$ cat config.mk
export PLATFORM = sky130hd
export DESIGN_NAME = uart_sfr_ctrl
export DESIGN_NICKNAME = d
export VERILOG_FILES = /design/src/rtl/uart_pkg.sv /design/src/rtl/uart_txq.sv /design/src/rtl/uart_sfr_ctrl.sv
export SDC_FILE = /design/constraint.sdc
export NUM_CORES = 1
export LEC_CHECK = 0
export ABC_CLOCK_PERIOD_IN_PS = 2240
export CAP_MARGIN = 20
export CORE_MARGIN = 2
export CORE_UTILIZATION = 45
export DETAILED_ROUTE_END_ITERATION = 8
export GPL_TIMING_DRIVEN = 0
export PLACE_DENSITY_LB_ADDON = 0.2
export SLEW_MARGIN = 20
export SYNTH_ARGS = -nofsm -noshare
export SYNTH_HDL_FRONTEND = slang
export SYNTH_SLANG_ARGS = --single-unit
$ cat constraint.sdc
create_clock -name i_clk_uart -period 2.24 [get_ports i_clk_uart]
set_clock_uncertainty 0.2 [all_clocks]
set_input_delay 0.336 -clock i_clk_uart [delete_from_list [all_inputs] [get_ports i_clk_uart]]
set_output_delay 0.336 -clock i_clk_uart [all_outputs]
set_load 0.01 [all_outputs]
$ cat src/rtl/uart_pkg.sv
// Shared constants for the UART SFR controller: SCON bit positions,
// default SFR addresses and the RX handshake state encoding.
package uart_pkg;

    localparam int RI_BIT  = 0;
    localparam int TI_BIT  = 1;
    localparam int OVR_BIT = 2;
    localparam int REN_BIT = 4;

    localparam logic [7:0] SBUF_ADDR_DEFAULT = 8'h99;
    localparam logic [7:0] SCON_ADDR_DEFAULT = 8'h98;

    typedef enum logic {
        IDLE = 1'b0,
        ACK  = 1'b1
    } rx_state_e;

endpackage

$ cat src/rtl/uart_txq.sv
// Synchronous byte FIFO feeding the UART transmitter. A pop on an empty
// queue is ignored; a push on a full queue is accepted only if a pop frees a slot.
module uart_txq #(
    parameter int DEPTH = 4
) (
    input  logic                       i_clk,
    input  logic                       i_rst,
    input  logic                       i_push,
    input  logic [7:0]                 i_din,
    input  logic                       i_pop,
    output logic [7:0]                 o_dout,
    output logic                       o_empty,
    output logic                       o_full,
    output logic [$clog2(DEPTH):0]     o_count
);

    localparam int AW = $clog2(DEPTH);
    localparam int CW = AW + 1;

    logic [7:0]    r_mem [DEPTH];
    logic [AW-1:0] r_wrPtr;
    logic [AW-1:0] r_rdPtr;
    logic [CW-1:0] r_count;

    logic w_popEff;
    logic w_pushEff;

    assign o_empty   = (r_count == '0);
    assign o_full    = (r_count == CW'(DEPTH));
    assign o_count   = r_count;
    assign w_popEff  = i_pop & ~o_empty;
    assign w_pushEff = i_push & (~o_full | w_popEff);
    assign o_dout    = o_empty ? 8'h00 : r_mem[r_rdPtr];

    always_ff @(posedge i_clk) begin
        if (w_pushEff) begin
            r_mem[r_wrPtr] <= i_din;
        end
    end

    // Pointers wrap naturally because DEPTH is a power of two.
    always_ff @(posedge i_clk) begin
        if (i_rst) begin
            r_wrPtr <= '0;
            r_rdPtr <= '0;
            r_count <= '0;
        end else begin
            if (w_pushEff) begin
                r_wrPtr <= r_wrPtr + AW'(1);
            end
            if (w_popEff) begin
                r_rdPtr <= r_rdPtr + AW'(1);
            end
            case ({w_pushEff, w_popEff})
                2'b10:   r_count <= r_count + CW'(1);
                2'b01:   r_count <= r_count - CW'(1);
                default: r_count <= r_count;
            endcase
        end
    end

endmodule

$ cat src/rtl/uart_sfr_ctrl.sv
// CPU-side UART controller: SBUF/SCON in SFR space, TX byte queue,
// RX capture with interrupt-acknowledge handshake and serial interrupt request.
module uart_sfr_ctrl
    import uart_pkg::*;
#(
    parameter int         TXQ_DEPTH = 4,
    parameter logic [7:0] SBUF_ADDR = SBUF_ADDR_DEFAULT,
    parameter logic [7:0] SCON_ADDR = SCON_ADDR_DEFAULT
) (
    input  logic       i_clk_uart,
    input  logic       i_rst,
    input  logic [7:0] i_sfr_addr,
    input  logic [7:0] i_sfr_wdata,
    input  logic       i_sfr_we,
    input  logic       i_sfr_re,
    output logic [7:0] o_sfr_rdata,
    output logic       o_sfr_hit,
    output logic [7:0] o_tx_data,
    output logic       o_tx_empty,
    input  logic       i_tx_rd_en,
    output logic       o_tx_ovf,
    input  logic [7:0] i_rx_data,
    input  logic       i_rx_valid,
    output logic       o_rx_ack,
    input  logic       i_ser_ie,
    output logic       o_int_req
);

    localparam int CNT_W = $clog2(TXQ_DEPTH) + 1;

    rx_state_e r_rxState;
    rx_state_e w_rxNext;

    logic [7:0] r_scon;
    logic [7:0] r_rxBuf;
    logic       r_rxAck;
    logic [7:0] r_sfrRdata;
    logic       r_sfrHit;
    logic       r_txOvf;
    logic       r_intReq;

    logic [7:0]       w_sconNext;
    logic [7:0]       w_rdData;
    logic             w_rdHit;
    logic             w_capture;
    logic             w_overrun;
    logic             w_sbufWr;
    logic             w_sconWr;
    logic             w_txEmpty;
    logic             w_txFull;
    logic [CNT_W-1:0] w_txCount;
    logic             w_popEff;
    logic             w_drop;
    logic             w_tiSet;

    assign w_sbufWr = i_sfr_we & (i_sfr_addr == SBUF_ADDR);
    assign w_sconWr = i_sfr_we & (i_sfr_addr == SCON_ADDR);
    assign w_popEff = i_tx_rd_en & ~w_txEmpty;
    assign w_drop   = w_sbufWr & w_txFull & ~w_popEff;
    assign w_tiSet  = w_popEff & (w_txCount == CNT_W'(1)) & ~w_sbufWr;

    uart_txq #(
        .DEPTH (TXQ_DEPTH)
    ) u_txq (
        .i_clk   (i_clk_uart),
        .i_rst   (i_rst),
        .i_push  (w_sbufWr),
        .i_din   (i_sfr_wdata),
        .i_pop   (i_tx_rd_en),
        .o_dout  (o_tx_data),
        .o_empty (w_txEmpty),
        .o_full  (w_txFull),
        .o_count (w_txCount)
    );

    always_ff @(posedge i_clk_uart) begin
        if (i_rst) begin
            r_rxState <= IDLE;
        end else begin
            r_rxState <= w_rxNext;
        end
    end

    // A byte is taken only on the IDLE->ACK edge, so a held rx_valid captures once.
    always_comb begin
        w_rxNext  = r_rxState;
        w_capture = 1'b0;
        w_overrun = 1'b0;
        case (r_rxState)
            IDLE: begin
                if (i_rx_valid) begin
                    w_rxNext = ACK;
                    if (r_scon[REN_BIT]) begin
                        w_capture = ~r_scon[RI_BIT];
                        w_overrun = r_scon[RI_BIT];
                    end
                end
            end
            ACK: begin
                if (!i_rx_valid) begin
                    w_rxNext = IDLE;
                end
            end
            default: w_rxNext = IDLE;
        endcase
    end

    // Software may only clear the flag bits; hardware sets override a clear.
    always_comb begin
        w_sconNext = r_scon;
        if (w_sconWr) begin
            w_sconNext = {i_sfr_wdata[7:3], r_scon[2:0] & i_sfr_wdata[2:0]};
        end
        if (w_capture) begin
            w_sconNext[RI_BIT] = 1'b1;
        end
        if (w_overrun) begin
            w_sconNext[OVR_BIT] = 1'b1;
        end
        if (w_tiSet) begin
            w_sconNext[TI_BIT] = 1'b1;
        end
    end

    always_comb begin
        w_rdData = 8'h00;
        w_rdHit  = 1'b0;
        if (i_sfr_re) begin
            if (i_sfr_addr == SBUF_ADDR) begin
                w_rdData = r_rxBuf;
                w_rdHit  = 1'b1;
            end else if (i_sfr_addr == SCON_ADDR) begin
                w_rdData = r_scon;
                w_rdHit  = 1'b1;
            end
        end
    end

    always_ff @(posedge i_clk_uart) begin
        if (i_rst) begin
            r_scon     <= 8'h00;
            r_rxBuf    <= 8'h00;
            r_rxAck    <= 1'b0;
            r_sfrRdata <= 8'h00;
            r_sfrHit   <= 1'b0;
            r_txOvf    <= 1'b0;
            r_intReq   <= 1'b0;
        end else begin
            r_scon     <= w_sconNext;
            if (w_capture) begin
                r_rxBuf <= i_rx_data;
            end
            r_rxAck    <= (w_rxNext == ACK);
            r_sfrRdata <= w_rdData;
            r_sfrHit   <= w_rdHit;
            r_txOvf    <= w_drop;
            r_intReq   <= i_ser_ie & (r_scon[RI_BIT] | r_scon[TI_BIT]);
        end
    end

    assign o_sfr_rdata = r_sfrRdata;
    assign o_sfr_hit   = r_sfrHit;
    assign o_tx_empty  = w_txEmpty;
    assign o_tx_ovf    = r_txOvf;
    assign o_rx_ack    = r_rxAck;
    assign o_int_req   = r_intReq;

endmodule

==> results of run 1 <==
[repair_timing]
action / in CTS / in global routing
hold buffers: 0 / 0
setup buffers: 7 / 0
pin swaps: 1 / 0
endpoints found under the setup margin: 10 / 3
endpoints found under the hold margin: 0 / 0
resized for setup: 42 / 4
[worst max-delay path, delay by kind of cell (launching register included)]
family	cells	cell delay, ns
DFF	1	0.32
and+or+nand+nor	1	0.14
buffers and inverters	3	0.36
muxes	1	0.50
[worst min-delay path by stage]
| stage | start | end | slack [ns] | cells past startpoint |
|---|---|---|---|---|
| final | r_scon[3] | o_sfr_rdata[3] | 0.27 | 2 |
| after CTS | r_scon[3] | o_sfr_rdata[3] | 0.28 | 2 |
| after detailed placement | r_scon[3] | o_sfr_rdata[3] | 0.26 | 2 |
| after floorplan | i_sfr_wdata[0] | u_txq.r_mem[0][0] | 0.23 | 0 |
| after global routing | r_scon[3] | r_scon[3] | 0.30 | 2 |
| after global placement | r_scon[6] | r_scon[6] | 0.26 | 2 |
[sequential cells by signal (all words and copies together), names as in the netlist, named ones only]
name and cells:
r_scon 8, u_txq.o_count 3, o_tx_ovf 1, o_sfr_rdata 8, u_txq.r_mem 32, u_txq.r_wrPtr 2, o_rx_ack 1, o_int_req 1
o_sfr_hit 1, u_txq.r_rdPtr 2, r_rxBuf 8
[synth_stat cells (3+ instances only)]
cell	instances
sky130_fd_sc_hd__buf_2	5
sky130_fd_sc_hd__a211oi_1	3
sky130_fd_sc_hd__edfxtp_1	32
sky130_fd_sc_hd__inv_1	10
sky130_fd_sc_hd__mux2i_1	15
sky130_fd_sc_hd__nor3b_1	4
sky130_fd_sc_hd__nor2b_1	10
sky130_fd_sc_hd__mux4_2	8
sky130_fd_sc_hd__nor2_1	16
sky130_fd_sc_hd__nand3_1	16
sky130_fd_sc_hd__dfxtp_1	37
sky130_fd_sc_hd__clkbuf_1	4
sky130_fd_sc_hd__a21oi_1	13
sky130_fd_sc_hd__nand2b_1	13
sky130_fd_sc_hd__ha_1	9
sky130_fd_sc_hd__and2_2	4
[power by group]
part | switching, W | internal, W | total, W
Combinational | 0.000221 | 0.000285 | 0.000507
Sequential | 0.0000157 | 0.00134 | 0.00136
Clock | 0.000450 | 0.000733 | 0.00118
Total | 0.000687 | 0.00236 | 0.00305
[logic make-up after synthesis]
| family | after synthesis | synth area share |
|---|---|---|
| AOI/OAI and AO/OA | 23 | 0.0478 |
| xor gates and xnor gates | 2 | 0.00598 |
| adders and majority gates | 9 | 0.0384 |
| buffers and inverters | 24 | 0.0393 |
| DFF | 69 | 0.580 |
| muxes | 24 | 0.118 |
| and+or+nand+nor | 79 | 0.170 |
[final cells by class]
type / count / share of cell area
sequential: 69 / 0.445
multi-input combinational: 137 / 0.297
timing repair buffer: 58 / 0.141
clock buffer: 9 / 0.0323
clock inverter: 7 / 0.0297
tap: 77 / 0.0251
buffer: 12 / 0.0199
inverter: 10 / 0.00979
[metrics by stage]
step           TNS (ns)  cells  utilization  instance area (µm²)
3_3_place_gp      -8.49    358        0.561                 3540
6_report              0    379        0.607                 3830
5_1_grt         -0.0210    379        0.607                 3830
4_1_cts               0    379        0.606                 3830
2_1_floorplan         0    230            -                 2930
3_5_place_dp      -8.49    358        0.561                 3540
[routing by layer]
| metal | vias to the layer above | track usage | routed length [µm] |
|---|---|---|---|
| met4 | 0 | 0.0563 | 68 |
| li1 | 964 | - | - |
| met2 | 50 | 0.249 | 2490 |
| met5 | - | 0 | 0 |
| met3 | 8 | 0.0560 | 329 |
| met1 | 900 | 0.212 | 2550 |
==> results.txt, run 1 <==
The via count of the first global-routing pass is about 1800. At the pin with the least slew margin, the transition time is 0.548 ns. Summed over all nets, the half-perimeter wirelength after detailed placement is around 3800 µm. The clock passes through at most 2 buffers.

The overall die width is 84.7 µm. The average routed wire per standard cell came out at 14.3 µm. The count of fill cells added during filler insertion came out at 529.

The overall track demand over capacity in global routing is 0.161. The cell type of the slowest stage on the worst timing path is sky130_fd_sc_hd__mux4_2. The clock transition at the register clock pins on the worst setup and hold paths after CTS came out at 0.07 ns. At the worst endpoint, the arrival time is 1.65 ns. The run finished with clean final reports. The remaining routing DRC violations is 0. The most numerous cell type found on the critical path is sky130_fd_sc_hd__buf_6. The number of failing setup endpoints in the final timing report came out at 0. In the routed layout, each cell is associated on average with a via count of 5.07. The number of nets at the end of the flow is between 300 and 400.

The area overhead of the layout relative to synthesis is 30.8%. The aggregate routed wire length is 5430 µm. Walking the worst path, the cells encountered are buf_6, buf_6, mux4_2, nor2b_1, buf_2. Across the VDD grid, the largest voltage drop is 0.000623 V. Across the whole layout, storage elements account for 1710 µm². The number of antenna violations at the first check in global routing is 0. Timing analysis after detailed placement gives a worst setup slack of -0.508 ns. The time the worst path needs with I/O delays and setup is approximately 2.2 ns. The cell count after synthesis came out at 230. The first routing iteration left 94 violations. Setup slack closes at 0.0513 ns.

The worst-case headroom to the max-slew limit is 0.635. Of the post-synthesis cell area, the dominant cell type holds 0.328. The clock buffer count from CTS came out at 9.

The async set or reset register ratio after synthesis is 0. The maximum net fanout on the critical path is 4. The floorplan step defined a core boundary enclosing 6310 µm². The count of input and output buffers is 51. The areal power density over the cells came out at 794 nW/µm². The delay of the slowest cell on the worst path is about 0.50 ns. The overall power after layout is between 0.003 and 0.004 W. The most critical setup path has its endpoint at o_tx_data[6]. The placer's final routability congestion estimate is 0.711. The routed via count is 1922. The number of pins exceeding their max-slew limit in the final report is 0. The required time at the endpoint of the critical path is roughly 1.7 ns. The endpoint class of the critical path is an output pin. The count of max-cap constraint violations came out at 0. In the final layout, the share of cells above drive strength 1 is 0.199. The cell area that synthesis handed to floorplanning was 2930 µm². The number of search-and-repair iterations in the first detailed-routing pass is 4. The count of final hold-check violations came out at 0.

The reg-to-reg critical path startpoint is u_txq.o_count[0]. The H-tree was split into 3 levels. The worst setup path is launched from a register. The most frequent standard cell in the layout excluding fill and tap cells is sky130_fd_sc_hd__clkdlybuf4s50_1. After global routing the overflow that remains totals 0.

The post-route antenna net violation count is 0. The period utilization is 0.977. The repair_antennas step left the layout with diodes totalling 0.

In this run the core area contains 29 standard-cell rows. The critical path class is reg2out. The worst-case reg-to-reg path depth is 9. The pin count of the biggest net entering global routing is 13. The sequential share of the synthesized area is 0.580.

The area occupied by multi-input gates is 1140 µm². In this run the vertical extent of the chip is between 80 and 90 µm. The dominant cell type by area after synthesis is sky130_fd_sc_hd__edfxtp_1. The number of distinct standard cells referenced by the synthesized netlist is 39. During I/O placement, the number of pins put on the boundary was 52.

In the layout the commonest cells are sky130_fd_sc_hd__clkdlybuf4s50_1, sky130_fd_sc_hd__dfxtp_1, sky130_fd_sc_hd__edfxtp_1. The cell sitting at the root of the clock tree is a sky130_fd_sc_hd__clkbuf_8. The initial utilization of the core area, before any placement, comes to 0.464. The register-to-register setup slack came out at 0.11 ns. After synthesis, the mean cell area works out to around 13 µm².

Setup repair after global routing could not meet its margin everywhere. TritonCTS built the clock tree. The dominant register cell in the synthesized netlist is sky130_fd_sc_hd__dfxtp_1. The path category of the worst min-delay check is reg2reg. By area the synthesized netlist is led by sky130_fd_sc_hd__edfxtp_1, sky130_fd_sc_hd__dfxtp_1, sky130_fd_sc_hd__mux4_2. The global-route wire length before repair came out at 8800 µm. The number of synthesized register bits came out at 69. In this run the static leakage power is 1.34 nW. The number of enable flip-flop cells after synthesis came out at 32.

The die covers just over 7000 µm². For this run, the number of Yosys warnings is 0. For this design, the sink count on the clock tree is 69. The maximum operating frequency is ~460 MHz. The worst hold slack across all endpoints came out at 0.272 ns. The terminus of the critical flop-to-flop path is u_txq.o_count[2].

The clock insertion delay at the later pin of the skew report is 0.34 ns. The post-synthesis net count came out at 270.
Power figures use the tool's default switching activity.
==> run 2: changes to the inputs <==
--- a/config.mk
+++ b/config.mk
@@ -11,6 +11,7 @@
 export CORE_UTILIZATION = 45
 export DETAILED_ROUTE_END_ITERATION = 8
 export GPL_TIMING_DRIVEN = 0
+export HOLD_SLACK_MARGIN = 0.03
 export PLACE_DENSITY_LB_ADDON = 0.2
 export SLEW_MARGIN = 20
 export SYNTH_ARGS = -nofsm -noshare
==> results of run 2 <==
Same layout as run 1: the final DEF is identical, and so are final timing and power.
==> variant, RTL diff (config.mk and constraints of run 1) <==
Make the reset (`i_rst`) asynchronous in 3 clocked blocks.
--- a/src/rtl/uart_txq.sv
+++ b/src/rtl/uart_txq.sv
@@ -41,3 +41,3 @@
     // Pointers wrap naturally because DEPTH is a power of two.
-    always_ff @(posedge i_clk) begin
+    always_ff @(posedge i_clk or posedge i_rst) begin
         if (i_rst) begin
--- a/src/rtl/uart_sfr_ctrl.sv
+++ b/src/rtl/uart_sfr_ctrl.sv
@@ -75,3 +75,3 @@
 
-    always_ff @(posedge i_clk_uart) begin
+    always_ff @(posedge i_clk_uart or posedge i_rst) begin
         if (i_rst) begin
@@ -138,3 +138,3 @@
 
-    always_ff @(posedge i_clk_uart) begin
+    always_ff @(posedge i_clk_uart or posedge i_rst) begin
         if (i_rst) begin
Check against the original RTL: differs if i_rst is asserted again (counterexample within 4 cycles, from zero or initial values and one cycle with i_rst high); with i_rst held inactive, the same outputs for 10 cycles.
==> variant against run 1 <==
- wire length fell by 2.9%
- worst hold slack got worse by 130 ps
- first-iteration DRC count fell by 18%
- area after synthesis fell by 3.6%
- non-clock buffer count fell by 7
- cell area fell by 3.6%
- sequential cell count fell by 2
- critical path depth fell by 1
- setup slack improved by 7.1 ps
- synthesized cell count fell by 21%
- global-route usage rose by 0.32 points
Power is not compared: it rests on default switching activity, and its combinational part moved more than twofold at a synthesized area within 25%.
==> variant: results (changes against run 1) <==
Max Cap Violations 0 (unchanged); clock share of power 26.5%; Synth Instances 181 (-21%); post-synthesis cell type count 35 (-10%); via count 1679 (-13%); adder and majority cell fraction of the synthesized area 3.54% (-0.30 points); Tot GR Track Use 16.4% (+0.32 points); Fin Hold WS 144 ps (-129 ps); Min-Delay Endpoint o_sfr_rdata[6]; post-synthesis mux area share 15.1% (+3.3 points); r2r endpoint u_txq.r_mem[2][0]; Inst Count DP 306 (-15%); Non-Filler Instances 330 (-13%); Synth area leaders edfxtp_1 (34%), dfrtp_1 (31%), mux4_2 (6.4%); Top delay family on crit path multiplexers; r2r setup slk 370 ps (+260 ps); ratio of cells with drive above 1 in the final layout 28.2% (+8.4 points); min-delay src i_sfr_addr[0]; Post-synth top cells dfrtp_1 (35), edfxtp_1 (32), mux2_2 (13), nor2b_1 (11), mux2i_1 (10); hold path cells 3 (+1); Pleak 1.55 nW; Mapped Nets 220 (-19%); ys async rst share 52.2% (+52 points); Biggest register u_txq.r_mem; Inserted Clock Buffers 9 (unchanged); maximum clock path buffer count 2 (unchanged); register area share after synthesis 65.0% (+6.9 points); status finished, final reports clean; path depth of the worst reg2reg path 4 (-5); DP Wirelength 3430 um (-8.9%); Post-synth EDFFs 32 (unchanged); Final nets 289 (-14%); clock-pin slew on the worst setup and hold paths 70 ps (about the same); Hold Path Class in -> reg; crit path max fanout 3 (-1); gpl congestion 0.743 (+4.6%); IO Port Bufs 50 (-2.0%); drt first pass iters 4 (unchanged); Slew HR 52.9% (-11 points); CP endpoint o_tx_data[5]; final worst slack 58.4 ps (+7.09 ps); VDD IR max 0.519 mV; Seq power 1.50 mW; WL final 5280 um (-2.9%); startpoint of the worst register-to-register path u_txq.o_count[1]; pre-CTS setup slack -274 ps (+234 ps); initial detailed-routing violation count 77 (-18%); first-pass GRT wire length 8600 um (-2.2%); power after layout 3.53 mW; placed cell area 0.00342 sq mm (-3.4%); post-synthesis xor/xnor area fraction 1.24% (+0.64 points); Synth Area in Compound Gates 3.05% (-1.7 points); pin count of the biggest net entering global routing 36 (+23)
==> variant: cell types whose count changed after synthesis, sizes merged, moves of 6 or more <==
| cell | delta |
|---|---|
| a21oi | -12 |
| buf | -6 |
| dfrtp | +35 |
| dfxtp | -37 |
| mux2 | +12 |
| nand2b | -11 |
| nand3 | -12 |
| nor2 | -6 |
| o21ai | +6 |
==> variant: routing by layer <==
layer	vias to the layer above	GRT usage, %	routed length [um]
met2	43	25.1	2520
met5	-	0	0
met3	7	4.87	278
li1	800	-	-
met4	0	8.05	68
met1	829	21.5	2410
==> variant: cell type report <==
type | count | area (sq um)
timing repair buffer | 60 | 558
tap | 75 | 93.8
clock buffer | 11 | 131
inverter | 7 | 26.3
buffer | 3 | 26.3
fill | 467 | 2290
sequential | 67 | 1840
clock inverter | 5 | 53.8
multi-input combinational | 102 | 968
==> variant: repair_timing <==
action / CTS / global route
hold buffers: 0 / 0
endpoints found under the setup margin: 9 / 10
buffers inserted: 8 / 2
resized for setup: 46 / 9
gates cloned: 1 / 0
